==> src/rtl/regfile_write_arbiter.sv <==
// regfile_write_arbiter
//
// Shares the register file's single write port between two writeback
// requesters (A = ALU writeback, B = memory/load writeback). Each requester
// uses a valid/ready handshake, and contention is resolved round-robin. An
// accepted write passes through one registered commit stage that drives the
// register file write port. That same stage is also exported as a forwarding
// view and as a one-hot busy mask.
//
// Ports:
//   clock, reset         rising-edge clock, synchronous active-high reset
//   stall                1 = accept no new requests this cycle
//   a_valid/a_rd/a_data  requester A write request
//   a_ready              requester A accepted this cycle
//   b_valid/b_rd/b_data  requester B write request
//   b_ready              requester B accepted this cycle
//   rf_enable/rf_rw/rf_pw  register file write port
//   fwd_valid/fwd_rd/fwd_data  forwarding view of the commit stage
//   busy                 one-hot mask of the register being committed
//   commit_cnt           number of writes actually issued (wraps)
module regfile_write_arbiter #(
  parameter int DATA_W = 32,
  parameter int ADDR_W = 5,
  parameter int CNT_W  = 16
) (
  input  logic                     clock,
  input  logic                     reset,
  input  logic                     stall,
  input  logic                     a_valid,
  input  logic [ADDR_W-1:0]        a_rd,
  input  logic [DATA_W-1:0]        a_data,
  output logic                     a_ready,
  input  logic                     b_valid,
  input  logic [ADDR_W-1:0]        b_rd,
  input  logic [DATA_W-1:0]        b_data,
  output logic                     b_ready,
  output logic                     rf_enable,
  output logic [ADDR_W-1:0]        rf_rw,
  output logic [DATA_W-1:0]        rf_pw,
  output logic                     fwd_valid,
  output logic [ADDR_W-1:0]        fwd_rd,
  output logic [DATA_W-1:0]        fwd_data,
  output logic [(1<<ADDR_W)-1:0]   busy,
  output logic [CNT_W-1:0]         commit_cnt
);

  // 1 = B won the most recent transfer, so A wins the next contention.
  logic              last_grant_b;
  logic              stage_en;
  logic              a_xfer;
  logic              b_xfer;
  logic              xfer;
  logic [ADDR_W-1:0] xfer_rd;
  logic [DATA_W-1:0] xfer_data;
  logic              xfer_live;

  // Round-robin grant. A requester that is alone always wins, and with both
  // valid the one that did not win last time gets the port.
  assign a_ready = ~reset & ~stall & a_valid & (~b_valid | last_grant_b);
  assign b_ready = ~reset & ~stall & b_valid & (~a_valid | ~last_grant_b);

  assign a_xfer    = a_valid & a_ready;
  assign b_xfer    = b_valid & b_ready;
  assign xfer      = a_xfer | b_xfer;
  assign xfer_rd   = a_xfer ? a_rd : b_rd;
  assign xfer_data = a_xfer ? a_data : b_data;

  // A write to register 0 completes its handshake but is dropped here,
  // so it never reaches the stage.
  assign xfer_live = xfer & (xfer_rd != '0);

  // Commit stage plus arbitration state. The stage drains every cycle.
  // rf_rw and rf_pw are loaded only by real writes, so they hold their last
  // value while the port is idle.
  always_ff @(posedge clock) begin
    if (reset) begin
      last_grant_b <= 1'b1;
      stage_en     <= 1'b0;
      rf_rw        <= '0;
      rf_pw        <= '0;
      commit_cnt   <= '0;
    end else begin
      if (xfer) begin
        last_grant_b <= b_xfer;
      end
      stage_en <= xfer_live;
      if (xfer_live) begin
        rf_rw <= xfer_rd;
        rf_pw <= xfer_data;
      end
      if (stage_en) begin
        commit_cnt <= commit_cnt + CNT_W'(1);
      end
    end
  end

  // The enable is gated by reset so a write still sitting in the stage when
  // reset arrives never reaches the register file.
  assign rf_enable = stage_en & ~reset;
  assign fwd_valid = rf_enable;
  assign fwd_rd    = rf_rw;
  assign fwd_data  = rf_pw;

  always_comb begin
    busy = '0;
    if (rf_enable) begin
      busy[rf_rw] = 1'b1;
    end
  end

endmodule

==> config.mk <==
export PLATFORM = sky130hd
export DESIGN_NAME = regfile_write_arbiter
export DESIGN_NICKNAME = d
export VERILOG_FILES = /design/src/rtl/regfile_write_arbiter.sv
export SDC_FILE = /design/constraint.sdc
export NUM_CORES = 1
export LEC_CHECK = 0
export ABC_AREA = 0
export ABC_CLOCK_PERIOD_IN_PS = 1900
export BUFFER_PORTS_ARGS = -buffer_cell sky130_fd_sc_hd__buf_4
export CORE_AREA = 2 2 93 95
export DETAILED_ROUTE_END_ITERATION = 12
export DIE_AREA = 0 0 95 97
export PLACE_DENSITY = 0.75
export SETUP_SLACK_MARGIN = 0.5
export SYNTH_ARGS = -nofsm -noshare
export SYNTH_HDL_FRONTEND = slang
export SYNTH_SLANG_ARGS = --single-unit
==> constraint.sdc <==
create_clock -name clock -period 1.9 [get_ports clock]
set_clock_uncertainty 0.15 [all_clocks]
set_input_delay 0.19 -clock clock [delete_from_list [all_inputs] [get_ports clock]]
set_output_delay 0.19 -clock clock [all_outputs]
set_load 0.005 [all_outputs]
==> results of run 1 <==
-- Yosys cell counts, drive strengths merged, types with 3 or more instances --
master / n / share of area, %
nor2b: 3 / 0.63
nand4: 5 / 1.0
xor2: 6 / 1.8
nand3: 10 / 1.7
xnor2: 5 / 1.5
a311oi: 35 / 10
and3: 4 / 0.84
dfxtp: 55 / 37
nor2: 49 / 6.1
buf: 47 / 12
clkbuf: 21 / 2.6
inv: 3 / 0.38
or3: 4 / 0.84
a21oi: 4 / 0.67
nor3: 36 / 6.0
nand2: 77 / 9.7
-- area by class of cell --
| type | count | share of cell area, % |
|---|---|---|
| clock inverter | 3 | 0.493 |
| timing repair buffer | 273 | 42.1 |
| inverter | 3 | 0.279 |
| multi-input combinational | 262 | 34.5 |
| tap | 105 | 2.25 |
| clock buffer | 5 | 1.18 |
| sequential | 55 | 19.2 |
-- flip-flops by register name, indices dropped and copies added, names as in the netlist --
register and count:
fwd_data 32, commit_cnt 16, fwd_rd 5, last_grant_b 1, stage_en 1
-- power groups by stage --
stage	logic, W	registers [W]	clock network [W]
final	0.000895	0.00129	0.000694
after global routing	0.000946	0.00130	0.000762
after CTS	0.000824	0.00128	0.000716
after detailed placement	0.000615	0.00131	0
after global placement	0.000605	0.00130	0
after floorplan	0.000328	0.00130	0
-- path summary, 6_finish.rpt --
| kind | slack, ns | start | to | depth (start not counted) |
|---|---|---|---|---|
| worst max-delay path | 0.01 | stage_en$_SDFF_PP0_ | busy[24] | 4 |
| worst min-delay path | 0.03 | a_data[30] | fwd_data[30]$_SDFFE_PP0P_ | 3 |
| worst max register to register | 0.23 | last_grant_b$_SDFFE_PP1P_ | fwd_data[26]$_SDFFE_PP0P_ | 6 |
| worst min register to register | 0.34 | last_grant_b$_SDFFE_PP1P_ | last_grant_b$_SDFFE_PP1P_ | 1 |
-- routing by layer --
layer | up-vias | wire [µm] | global-route usage (%)
met2 | 194 | 6740 | 47.5
li1 | 1752 | - | -
met1 | 1797 | 4540 | 23.9
met5 | - | 0 | 0
met4 | 0 | 330 | 6.35
met3 | 31 | 948 | 4.13
-- cells by family after synthesis --
kind of cell	count (synthesis)
and+or+nand+nor	200
buffers and inverters	71
DFF	55
AOI/OAI and AO/OA	47
xor gates and xnor gates	11
muxes	3
adders and majority gates	1
-- worst max-delay path, stage by stage (launching register included) --
cell and delay (ns):
dfxtp_2 0.35, nor2b_4 0.13, or3b_4 0.51, nor2_4 0.14
buf_6 0.10
-- cell usage in the layout (no fill, tap or decap), drive strengths merged, types with 2 or more instances in the layout --
cell type / count
nor2: 49
nor3b: 2
nand2: 77
dfxtp: 55
or3b: 2
o21ai: 2
or4: 2
a22oi: 2
xor2: 6
and4: 2
xnor2: 5
nand3b: 2
mux2: 2
dlygate4sd3: 14
inv: 4
and3: 4
clkinv: 2
nand3: 10
nor2b: 3
or3: 4
nor3: 36
buf: 256
clkbuf: 6
a21oi: 4
bufbuf: 2
nand4: 5
a311oi: 35
-- stage by stage --
stage | cell area (µm²) | instances | TNS (ns) | setup WS [ns] | hold slack, ns
2_1_floorplan | 3140 | 388 | -1.87 | -0.0647 | 0.198
3_3_place_gp | 4490 | 646 | -4.21 | -0.151 | 0.319
3_5_place_dp | 4490 | 646 | -5.13 | -0.189 | 0.324
4_1_cts | 5540 | 698 | -0.0233 | -0.0233 | 0.000704
5_1_grt | 5840 | 706 | -0.943 | -0.0594 | 0.00773
6_report | 5840 | 706 | 0 | 0.0135 | 0.0253
-- what timing repair did --
item | 4_1_cts | 5_1_grt
endpoints found under the setup margin | 82 | 91
cloned | 6 | 1
hold buffers | 14 | 0
pin swaps | 28 | 19
hold endpoints to repair | 9 | 0
gates resized for setup | 107 | 48
buffers inserted | 24 | 7
==> summary by stage, run 1 <==
Outcome
The flow ran to the end, and the final reports show no timing, DRC or antenna violations.

Worst setup path
The worst setup path category is register to primary output. The required time of the critical path is 1.56 ns. The type of origin of the critical path is a register. Of all nets on the critical path, the largest fanout is 8. The kind of end point of the critical path is a primary output. For the worst setup path, the data arrival time is 1.55 ns.

Drt
Using the TritonRoute via totals, the vias-per-cell ratio works out to 5.35. The remaining antenna violation count after routing is 0. The DRC violation count after routing is 0. The violation count after the first detailed-routing iteration is 60. For this block, the routed nets add up to approximately 13000 µm of wire. The first-pass iteration count of the detailed router is 4. The wire length per cell is 17.8 µm. The routed layout has roughly 3800 vias.

Floorplan
The die covers 0.00922 mm². The die extent in x is 95 µm. Pin placement for this block handled 205 I/O pins. The height of the die is 97 µm. The floorplan has 33 rows. The region available for standard cell placement spans between 0.008 and 0.009 mm². Once the floorplan was initialized, standard cells occupied 36.8% of the core.

STA
The final number of hold-violating endpoints is 0. Setup repair after global routing could not meet its margin everywhere. The final-report setup violation count is 0. The number of pins with negative max-slew slack in the final report came to 0. The worst path needs about 1.9 ns of the cycle, external delays included. The maximum clock frequency is 530 MHz. At the pin with the least slew margin, the transition time is 0.446 ns. The final critical-path share of the clock period is between 90% and 100%.

The worst slew slack as a fraction of its limit is 70.2%.

Global routing
The initial antenna violation count is 0. The pin count of the biggest net entering global routing is 37. Global routing used a little under a quarter of the available tracks. The global route total overflow is 0. The number of global-route vias before repair is ~3500. The first global-routing pass estimated 17100 µm of wire.

Pwr
Sequential cells burn 44.7% of the power. The worst-case IR drop observed on VDD is 0.000318 V. Combinational logic is responsible for 31.1% of the overall power. For this design the static power due to leakage is 2.54 nW. The fraction of power spent switching nets is 29.9%. The internal portion of total power is 0.00202 W.

The power density over cell area is approximately 500 mW/mm². The total power is ~0.0029 W. The relative contribution of the clock network to total power is 24.1%. The analysis attributes to net switching a power of 0.000859 W.

Clock network
The number of buffers inserted during clock tree synthesis is 5. Clock tree synthesis selected as its root buffer the cell clkbuf_8. At the later pin of the worst-skew pair, clock insertion delay measures 0.32 ns. Clock-pin slew was measured on the worst setup and hold paths at about 0.11 ns.

The maximum buffer depth of the clock tree is 2. CTS built an H-tree with a depth of 2. The number of clock sinks is 55.

The CTS tree is built.

Layout
The total area of multi-input combinational cells is 0.00201 mm². Summing all flip-flop and latch instances after layout gives 0.00112 mm². The number of filler instances in the final layout is ~590. The fraction of layout cells with a size suffix above 1 is 63.7%. From synthesis to final layout, the design area changed by 95.0%.

At the end of the flow, the number of nets in the layout was slightly below 700. The number of antenna diodes is 0. Once layout is complete, the utilization of the core stands at 71.7%.

Synthesis
The cell area that synthesis handed to floorplanning was ~0.003 mm². After Yosys synthesis, and, or, nand and nor cells account for 30.2% of the synthesized area. After synthesis, the largest family of logic cells by area is simple AND/OR/NAND/NOR gates. The most instantiated flip-flop cell in the synthesis netlist is dfxtp_1. Multiplexer cells account for 1.09% of the synthesized area. The share of the yosys chip area belonging to registers is 36.8%.

The flop and latch count out of synthesis is 55. Of the total synthesized cell area, the portion taken by full adders, half adders and majority gates is 0.418%. The net count after synthesis is 468. The number of warnings issued by yosys is 0. The number of flops mapped to enable cells by yosys is 0. Averaged over all synthesized cells, the footprint is a little under 8 µm². The number of distinct library cells after synthesis is 35.

The synthesized netlist devotes 13.1% of its cell area to compound gates. The gate count of the mapped netlist is 388. The share of flip-flops with an asynchronous set or reset is 0%.

The xor-xnor portion of the synthesized cell area is 3.22%.

Placed design
The detailed-placement wirelength estimate is 7180 µm. The final weighted congestion in routability-driven placement is 0.814. The count of buffers added on input and output ports is 204.

Job
The number of maximum-capacitance constraint violations is 0.

Hold path
The tightest min-delay check is of the input port to register type.
Note: power is estimated with default switching activity, not from simulation.
==> run 2, diff against run 1 <==
--- a/config.mk
+++ b/config.mk
@@ -5,13 +5,13 @@
 export SDC_FILE = /design/constraint.sdc
 export NUM_CORES = 1
 export LEC_CHECK = 0
-export ABC_AREA = 0
+export ABC_AREA = 1
 export ABC_CLOCK_PERIOD_IN_PS = 1900
 export BUFFER_PORTS_ARGS = -buffer_cell sky130_fd_sc_hd__buf_4
-export CORE_AREA = 2 2 93 95
+export CORE_AREA = 2 2 99 101
 export DETAILED_ROUTE_END_ITERATION = 12
-export DIE_AREA = 0 0 95 97
-export PLACE_DENSITY = 0.75
+export DIE_AREA = 0 0 101 103
+export PLACE_DENSITY = 0.72
 export SETUP_SLACK_MARGIN = 0.5
 export SYNTH_ARGS = -nofsm -noshare
 export SYNTH_HDL_FRONTEND = slang
==> summary by stage, run 2 <==
Global routing
The initial antenna violation count is 0. The number of global-route vias before repair is 3507. The pin count of the biggest net entering global routing is 37. The first global-routing pass estimated 17000 µm of wire. The total global-route track usage is about a fifth.

For this run the aggregate overflow at the end of global routing stands at 0.

Worst setup path
Data on the critical path is required at its endpoint by 1.95 ns. The critical-path maximum fanout is 6. The startpoint of the worst-slack reg-to-reg timing path is last_grant_b$_SDFFE_PP1P_. Traced cell by cell, the critical path runs through inv_2 > nand2_4 > nand3_4 > nand2_2 > nand2_2 > nor2_4 > nand2_4 > nand2_8 > nand2_8 > nor2_1 > nor2_1. The arrival time of the worst setup path is 1.87 ns.

The worst setup slack for register-to-register paths is approximately 0.085 ns. The largest individual stage delay along the critical path comes from the cell dfxtp_2. Together, buffers and inverters on the worst path number 1.

The kind of end point of the critical path is a register. The path depth of the worst reg2reg path is 11. The worst setup path category is register to register. The worst setup path is launched from a register. The kind of cell with the highest combined delay on the critical path is simple AND/OR/NAND/NOR gates. The largest stage delay on the critical path is 0.35 ns. The worst register-to-register path ends at fwd_rd[3]$_SDFFE_PP0P_.

Layout
The sequential cell area is about 0.0011 mm². The layout overhead on the synthesized area is 78.4%. The post-route netlist has 55.2% of its cells at a drive strength greater than 1.

The number of antenna diodes is 0. The finished cells cover 0.00599 mm². At the end of the flow, the number of nets in the layout was about 820. The flip-flop count of the largest register after layout is 32. The total area of multi-input combinational cells is 0.00243 mm².

The most frequent standard cell in the layout excluding fill and tap cells is buf_4. In the layout the commonest cells are buf_4 (237), nand2_1 (141), nor2_1 (65), nor2_2 (40), dfxtp_1 (36). The number of filler instances in the final layout is 845.

Placed design
The final weighted congestion in routability-driven placement is 0.874. Summing all placed instances gives a cell area of roughly 0.0047 mm². The count of input and output buffers is 204. After legalization and detailed placement, the total HPWL measured 7690 µm.

Pwr
The power density over cell area is around 520 mW/mm². Per report_power, the sequential group accounts for 43.2% of the total. The share of total power in combinational logic is 34.3%. The total leakage power is 2.87 nW.

The net switching power is 0.000996 W. Internal power comes to approximately 0.0021 W. In this run switching power makes up approximately 32% of total power. Across the VDD grid, the largest voltage drop is 0.000344 V.

The clock network accounts for between 20% and 30% of the total power.

Synthesis
Summing the sequential cell areas from Yosys gives 32.8% of the chip area. The netlist uses 32 different library cells. The share of flip-flops with an asynchronous set or reset is 0%. Each instance of the synthesized netlist takes up on average approximately 6.5 µm². The top cell type by total area after synthesis is dfxtp_1.

The number of warnings issued by yosys is 0. Among all cell types in the netlist, the one instantiated most often is nand2_1. The cell count after synthesis came out at 516. Ranked by instance count, the synthesized netlist is headed by nand2_1 (157), nor2_1 (117), dfxtp_1 (55). By area the synthesized netlist is led by dfxtp_1 (33%), nand2_1 (18%), nor2_1 (13%). For this run, the leading register cell type out of synthesis is dfxtp_1. The number of flops mapped to enable cells by yosys is 0.

The cell area after synthesis is 0.00336 mm². The number of nets in the synthesized netlist is around 600. Summed over its instances, the top area cell type makes up approximately a third of the synthesized netlist area. After synthesis the netlist holds a flip-flop and latch count of 55.

Hold path
The worst hold path terminates at last_grant_b$_SDFFE_PP1P_. The worst hold path was traced through 3 stages. The tightest min-delay check is of the input port to register type. In this run the most critical hold path is launched from b_valid.

Drt
The pre-antenna-repair detailed-routing pass consisted of 4 iterations. The vias after detailed routing is 4195. Wires add up to 13300 µm.

The number of vias per cell after detailed routing is approximately 4.9. The DRC violation count after routing is 0. The count of nets left with antenna violations once routing finished came out at 0. The first routing iteration left 128 violations. The wire length per cell is 15.6 µm.

Clock network
The library cell used as clock root buffer is clkbuf_8. The clock passes through at most 2 buffers. The number of clock sinks is 55. The insertion delay to the later sink of the worst-skew pair is around 0.31 ns. After clock tree synthesis, the clock-pin slew on the worst setup and hold paths is 0.10 ns. The CTS tree is built. In this run, CTS created clock tree buffers numbering 5. The H-tree was split into 2 levels.

STA
The worst slew slack as a fraction of its limit is 73.2%. The maximum clock frequency is 551 MHz. Setup repair after global routing could not meet its margin everywhere. The number of pins with negative max-slew slack in the final report came to 0. The final number of hold-violating endpoints was 0. Summed over all failing endpoints, the final setup total negative slack is 0 ns. The slew at the pin closest to its max-slew limit is 0.402 ns. The routed design could run at a clock period as short as 1.82 ns. The final-report setup violation count is 0. The worst slack on hold paths is 0.0953 ns. The final critical-path share of the clock period is 95.5%.

Floorplan
The starting density of the core is 35.5%. The floorplan has 36 rows. The die is between 100 and 150 µm wide. The area of the placeable core is 0.00946 mm². From bottom edge to top edge, the die measures 103 µm. The total die area is about 0.010 mm². The I/O pin count is 205.

Outcome
The flow ran to the end, and the final reports show no timing, DRC or antenna violations.

Job
The number of maximum-capacitance constraint violations is 0.
==> run 2: cell count changes after synthesis, sizes merged, moves of 4 or more <==
cell | before | now
nand2 | 77 | 161
nand3b | 2 | 35
xnor2 | 5 | 0
o21ai | 2 | 8
xor2 | 6 | 1
a21oi | 4 | 13
nand3 | 10 | 21
buf | 47 | 52
a311oi | 35 | 0
clkbuf | 21 | 8
nor2 | 49 | 120
inv | 3 | 20
nor3 | 36 | 3
or3 | 4 | 0
==> run 2: how the worst max path moves through the flow <==
stage	slack, ns	depth (start not counted)	endpoint	from
4_1_cts	0.13	10	fwd_data[14]$_SDFFE_PP0P_	last_grant_b$_SDFFE_PP1P_
6_report	0.08	11	fwd_rd[3]$_SDFFE_PP0P_	last_grant_b$_SDFFE_PP1P_
3_5_place_dp	-0.04	11	fwd_data[2]$_SDFFE_PP0P_	reset
5_1_grt	-0.004	11	fwd_data[14]$_SDFFE_PP0P_	last_grant_b$_SDFFE_PP1P_
2_1_floorplan	0.33	12	fwd_rd[2]$_SDFFE_PP0P_	last_grant_b$_SDFFE_PP1P_
3_3_place_gp	0.03	10	fwd_data[1]$_SDFFE_PP0P_	last_grant_b$_SDFFE_PP1P_
==> run 2: kinds of logic (layout without fill, tap and decap cells) <==
kind of cell	Yosys count	after routing	synth area share, %
flip-flops	55	55	32.8
buffers and inverters	82	287	15.3
AND/OR/NAND/NOR	349	364	46.2
adder cells (fa/ha/maj)	1	1	0.373
AO/OA/AOI/OAI	28	28	5.03
XOR/XNOR	1	1	0.261
==> run 2: area by class of cell <==
class | count | area share, %
Timing Repair inverter | 2 | 0.689
Inverter | 22 | 1.90
Clock buffer | 7 | 1.44
Timing Repair Buffer | 255 | 33.9
Multi-Input combinational cell | 394 | 40.6
Tap cell | 114 | 2.38
Sequential cell | 55 | 19.0
Clock inverter | 1 | 0.146
==> run 2: per-layer routing <==
layer	up-vias	share of wire (%)	wire [µm]	GRT usage (%)
met5	-	0	0	0
met4	0	1.2	159	4.78
met1	1990	40	5310	24.7
met2	129	53	7100	37.6
li1	2062	-	-	-
met3	14	5.4	721	3.25
==> run 2: worst min-delay path: stages <==
cell and delay (ns):
buf_4 0.10, nand3_2 0.12, o211ai_1 0.10
==> run 2: power by group through the flow <==
stage | registers [W] | logic, W | clock network, W
final | 0.00134 | 0.00106 | 0.000697
after global routing | 0.00135 | 0.00115 | 0.000768
after CTS | 0.00133 | 0.000888 | 0.000713
after detailed placement | 0.00135 | 0.000760 | 0
after global placement | 0.00135 | 0.000748 | 0
after floorplan | 0.00134 | 0.000444 | 0
==> run 2: what timing repair did <==
action / in CTS / in global routing
gates cloned: 7 / 11
resized for setup: 57 / 114
hold buffers: 0 / 0
setup endpoints to repair: 82 / 88
setup buffers: 15 / 28
pin swaps: 23 / 35
==> run 2: stage by stage <==
step | setup WS [ns] | power, W | std cells | utilization [%]
floorplan | 0.328 | 0.00178 | 516 | -
global placement | 0.0288 | 0.00210 | 781 | 49.7
detailed placement | -0.0372 | 0.00211 | 781 | 49.7
CTS | 0.129 | 0.00293 | 811 | 55.8
global route | -0.00423 | 0.00327 | 850 | 63.3
finish | 0.0849 | 0.00310 | 850 | 63.3
==> run 3, diff against run 2 <==
--- a/config.mk
+++ b/config.mk
@@ -7,12 +7,13 @@
 export LEC_CHECK = 0
 export ABC_AREA = 1
 export ABC_CLOCK_PERIOD_IN_PS = 1900
-export BUFFER_PORTS_ARGS = -buffer_cell sky130_fd_sc_hd__buf_4
+export BUFFER_PORTS_ARGS = -buffer_cell sky130_fd_sc_hd__clkbuf_2
 export CORE_AREA = 2 2 99 101
 export DETAILED_ROUTE_END_ITERATION = 12
 export DIE_AREA = 0 0 101 103
 export PLACE_DENSITY = 0.72
 export SETUP_SLACK_MARGIN = 0.5
+export SKIP_CTS_REPAIR_TIMING = 1
 export SYNTH_ARGS = -nofsm -noshare
 export SYNTH_HDL_FRONTEND = slang
 export SYNTH_SLANG_ARGS = --single-unit
==> summary by stage, run 3 (same netlist as run 2, synthesis figures left out) <==
Outcome
The flow ran to the end, and the final reports show no timing, DRC or antenna violations.

Floorplan
The total die area is between 0.01 and 0.015 mm². In this run the count of I/O pins placed on the die edge is 205. The floorplan has 36 rows. The height of the die is 103 µm. The die extent in x is around 100 µm. In this run the standard cell core region covers around 0.0095 mm². The initial utilization of the core area, before any placement, comes to 35.5%.

STA
Of the available clock period, the critical path in the final layout requires 96.9%. The final number of hold-violating endpoints is 0. The maximum clock frequency is 543 MHz. After layout, the worst setup slack is 0.0594 ns.

The worst slew slack as a fraction of its limit is 80.2%. The sum of negative setup slack is 0 ns. The final-report setup violation count is 0. The number of pins with negative max-slew slack in the final report was 0. Setup repair after global routing could not meet its margin everywhere.

The clock period minus worst slack is approximately 1.8 ns. The slew at the pin closest to its max-slew limit is 0.295 ns.

Job
Across the run, the number of max-cap violations was 0.

Drt
After detailed routing, the total wire length is 11400 µm. The violation count after the first detailed-routing iteration is 111. The DRC violation count after routing is 0. The number of vias per cell after detailed routing is 4.80. Before antenna repair, the detailed router went through 4 iterations. The wire length per cell is 13.7 µm.

In this run the remaining antenna-violating nets after routing total 0. The vias after detailed routing is between 3000 and 4000.

Worst setup path
The required time of the critical path is 2.00 ns. The type of origin of the critical path is a register. The critical path buffer and inverter count is 3. The critical path goes through inv_2 > nand2_4 > nand3_4 > nand2_2 > nand2_2 > nor2_4 > nand2_2 > nand2_4 > buf_6 > buf_4 > nand3_2 > a21oi_2. The arrival time of the worst setup path is just under 2 ns. The largest stage delay on the critical path is 0.35 ns. Grouping stages by cell kind, the critical path spends the most delay in simple AND/OR/NAND/NOR gates.

The critical-path maximum fanout is 7. The worst setup path category is register to register. The worst setup path is captured at a register.

The slowest stage of the critical path is the dfxtp_2 cell. The most numerous cell type found on the critical path is nand2_2.

Clock network
The CTS clock-pin slew for the worst setup and hold paths is 0.11 ns. Clock latency on the worst-skew pair, taken at its later pin, is 0.31 ns. The root buffer cell chosen for the clock tree is clkbuf_8. The number of buffers inserted during clock tree synthesis is 5. TritonCTS built the clock tree. For this design, the sink count on the clock tree is 55. CTS built an H-tree with a depth of 2. The maximum buffer depth of the clock tree is 2.

Global routing
The wire length of the first global-routing pass is ~15000 µm. Global routing used 17.4% of the available tracks across all layers. The pin count of the biggest net entering global routing is 37. The initial antenna violation count is 0. The global route total overflow is 0. The number of global-route vias before repair is 3278.

Layout
The core occupancy in the finished layout is between 50% and 60%. The fraction of layout cells with a size suffix above 1 is between 50% and 60%. The number of filler instances in the final layout is 933. The library cell used most frequently in the layout, excluding fill and tap cells, is clkbuf_2. The finished layout holds 831 standard cells, fillers aside. Compared with the post-synthesis result, the final layout area differs by 52.9%. The register with the most flip-flops in the layout has 32 of them.

Leaving out fill and tap cells, the most frequent cells in the layout are clkbuf_2 (194), nand2_1 (148), nor2_1 (71), nor2_2 (39), dfxtp_1 (37). 0 antenna diodes ended up in the layout. After routing the design area is 0.00513 mm². The number of nets in the layout is a little under 800.

Placed design
Input and output buffers added on the ports amount to 204. The final weighted congestion in routability-driven placement is 0.818. OpenSTA, run right after detailed placement, puts the worst setup slack at -0.0414 ns. The detailed-placement wirelength estimate is 7470 µm. The total cell area at the placement stage is between 0.004 and 0.005 mm². The cell count after placement is 782.

Pwr
In this run the static leakage power is 2.61 nW. The power density over cell area is 603 mW/mm². IR analysis of the VDD net gives a maximum drop of approximately 0.0004 V.

Hold path
The tightest min-delay check is of the input port to register type.
## run 3: cell count changes in the layout (fill, tap and decap cells not counted), sizes merged, moves of 2 or more
cell / delta
buf: -201
bufinv: +2
clkbuf: +193
clkinv: -2
nand2: -6
nand3: -4
## run 3: per-stage QoR
step	power [W]	hold slack, ns
2_1_floorplan	0.00178	0.270
3_3_place_gp	0.00197	0.294
3_5_place_dp	0.00198	0.302
4_1_cts	0.00291	0.0818
5_1_grt	0.00328	0.114
6_report	0.00309	0.112
## run 3: final cells by class
class | instances | area [µm²] | area share, %
Timing Repair Buffer | 248 | 1440 | 28.0
Multi-Input combinational cell | 384 | 2180 | 42.5
Sequential cell | 55 | 1140 | 22.2
Inverter | 22 | 97.6 | 1.90
Clock inverter | 2 | 60.1 | 1.17
Clock buffer | 6 | 72.6 | 1.41
Tap cell | 114 | 143 | 2.78
## run 3: power breakdown
part | internal, W | leakage, nW | switching, W
sequential | 0.00124 | 0.460 | 0.0000944
clock | 0.000527 | 0.0654 | 0.000396
combinational | 0.000410 | 2.08 | 0.000430
## run 3: worst paths after layout
kind,slack [ns],startpoint,to,cells after the start
max,0.06,last_grant_b$_SDFFE_PP1P_,fwd_rd[1]$_SDFFE_PP0P_,12
min,0.11,b_rd[1],fwd_rd[1]$_SDFFE_PP0P_,5
max reg2reg,0.06,last_grant_b$_SDFFE_PP1P_,fwd_rd[1]$_SDFFE_PP0P_,12
min reg2reg,0.32,commit_cnt[3]$_SDFFE_PP0P_,commit_cnt[3]$_SDFFE_PP0P_,1
## run 3: tightest hold or removal path, cell delays in order
cell	delay, ns
clkbuf_2	0.08
nand2_1	0.05
nand2_1	0.09
nand2_1	0.09
a21oi_2	0.05
## run 3: per-layer routing
metal / wire [µm] / up-vias / global-route usage, %
met5: 0 / - / 0
met4: 66 / 0 / 4.05
met3: 563 / 9 / 2.98
met2: 6110 / 117 / 32.1
met1: 4620 / 1860 / 21.1
li1: - / 2000 / -
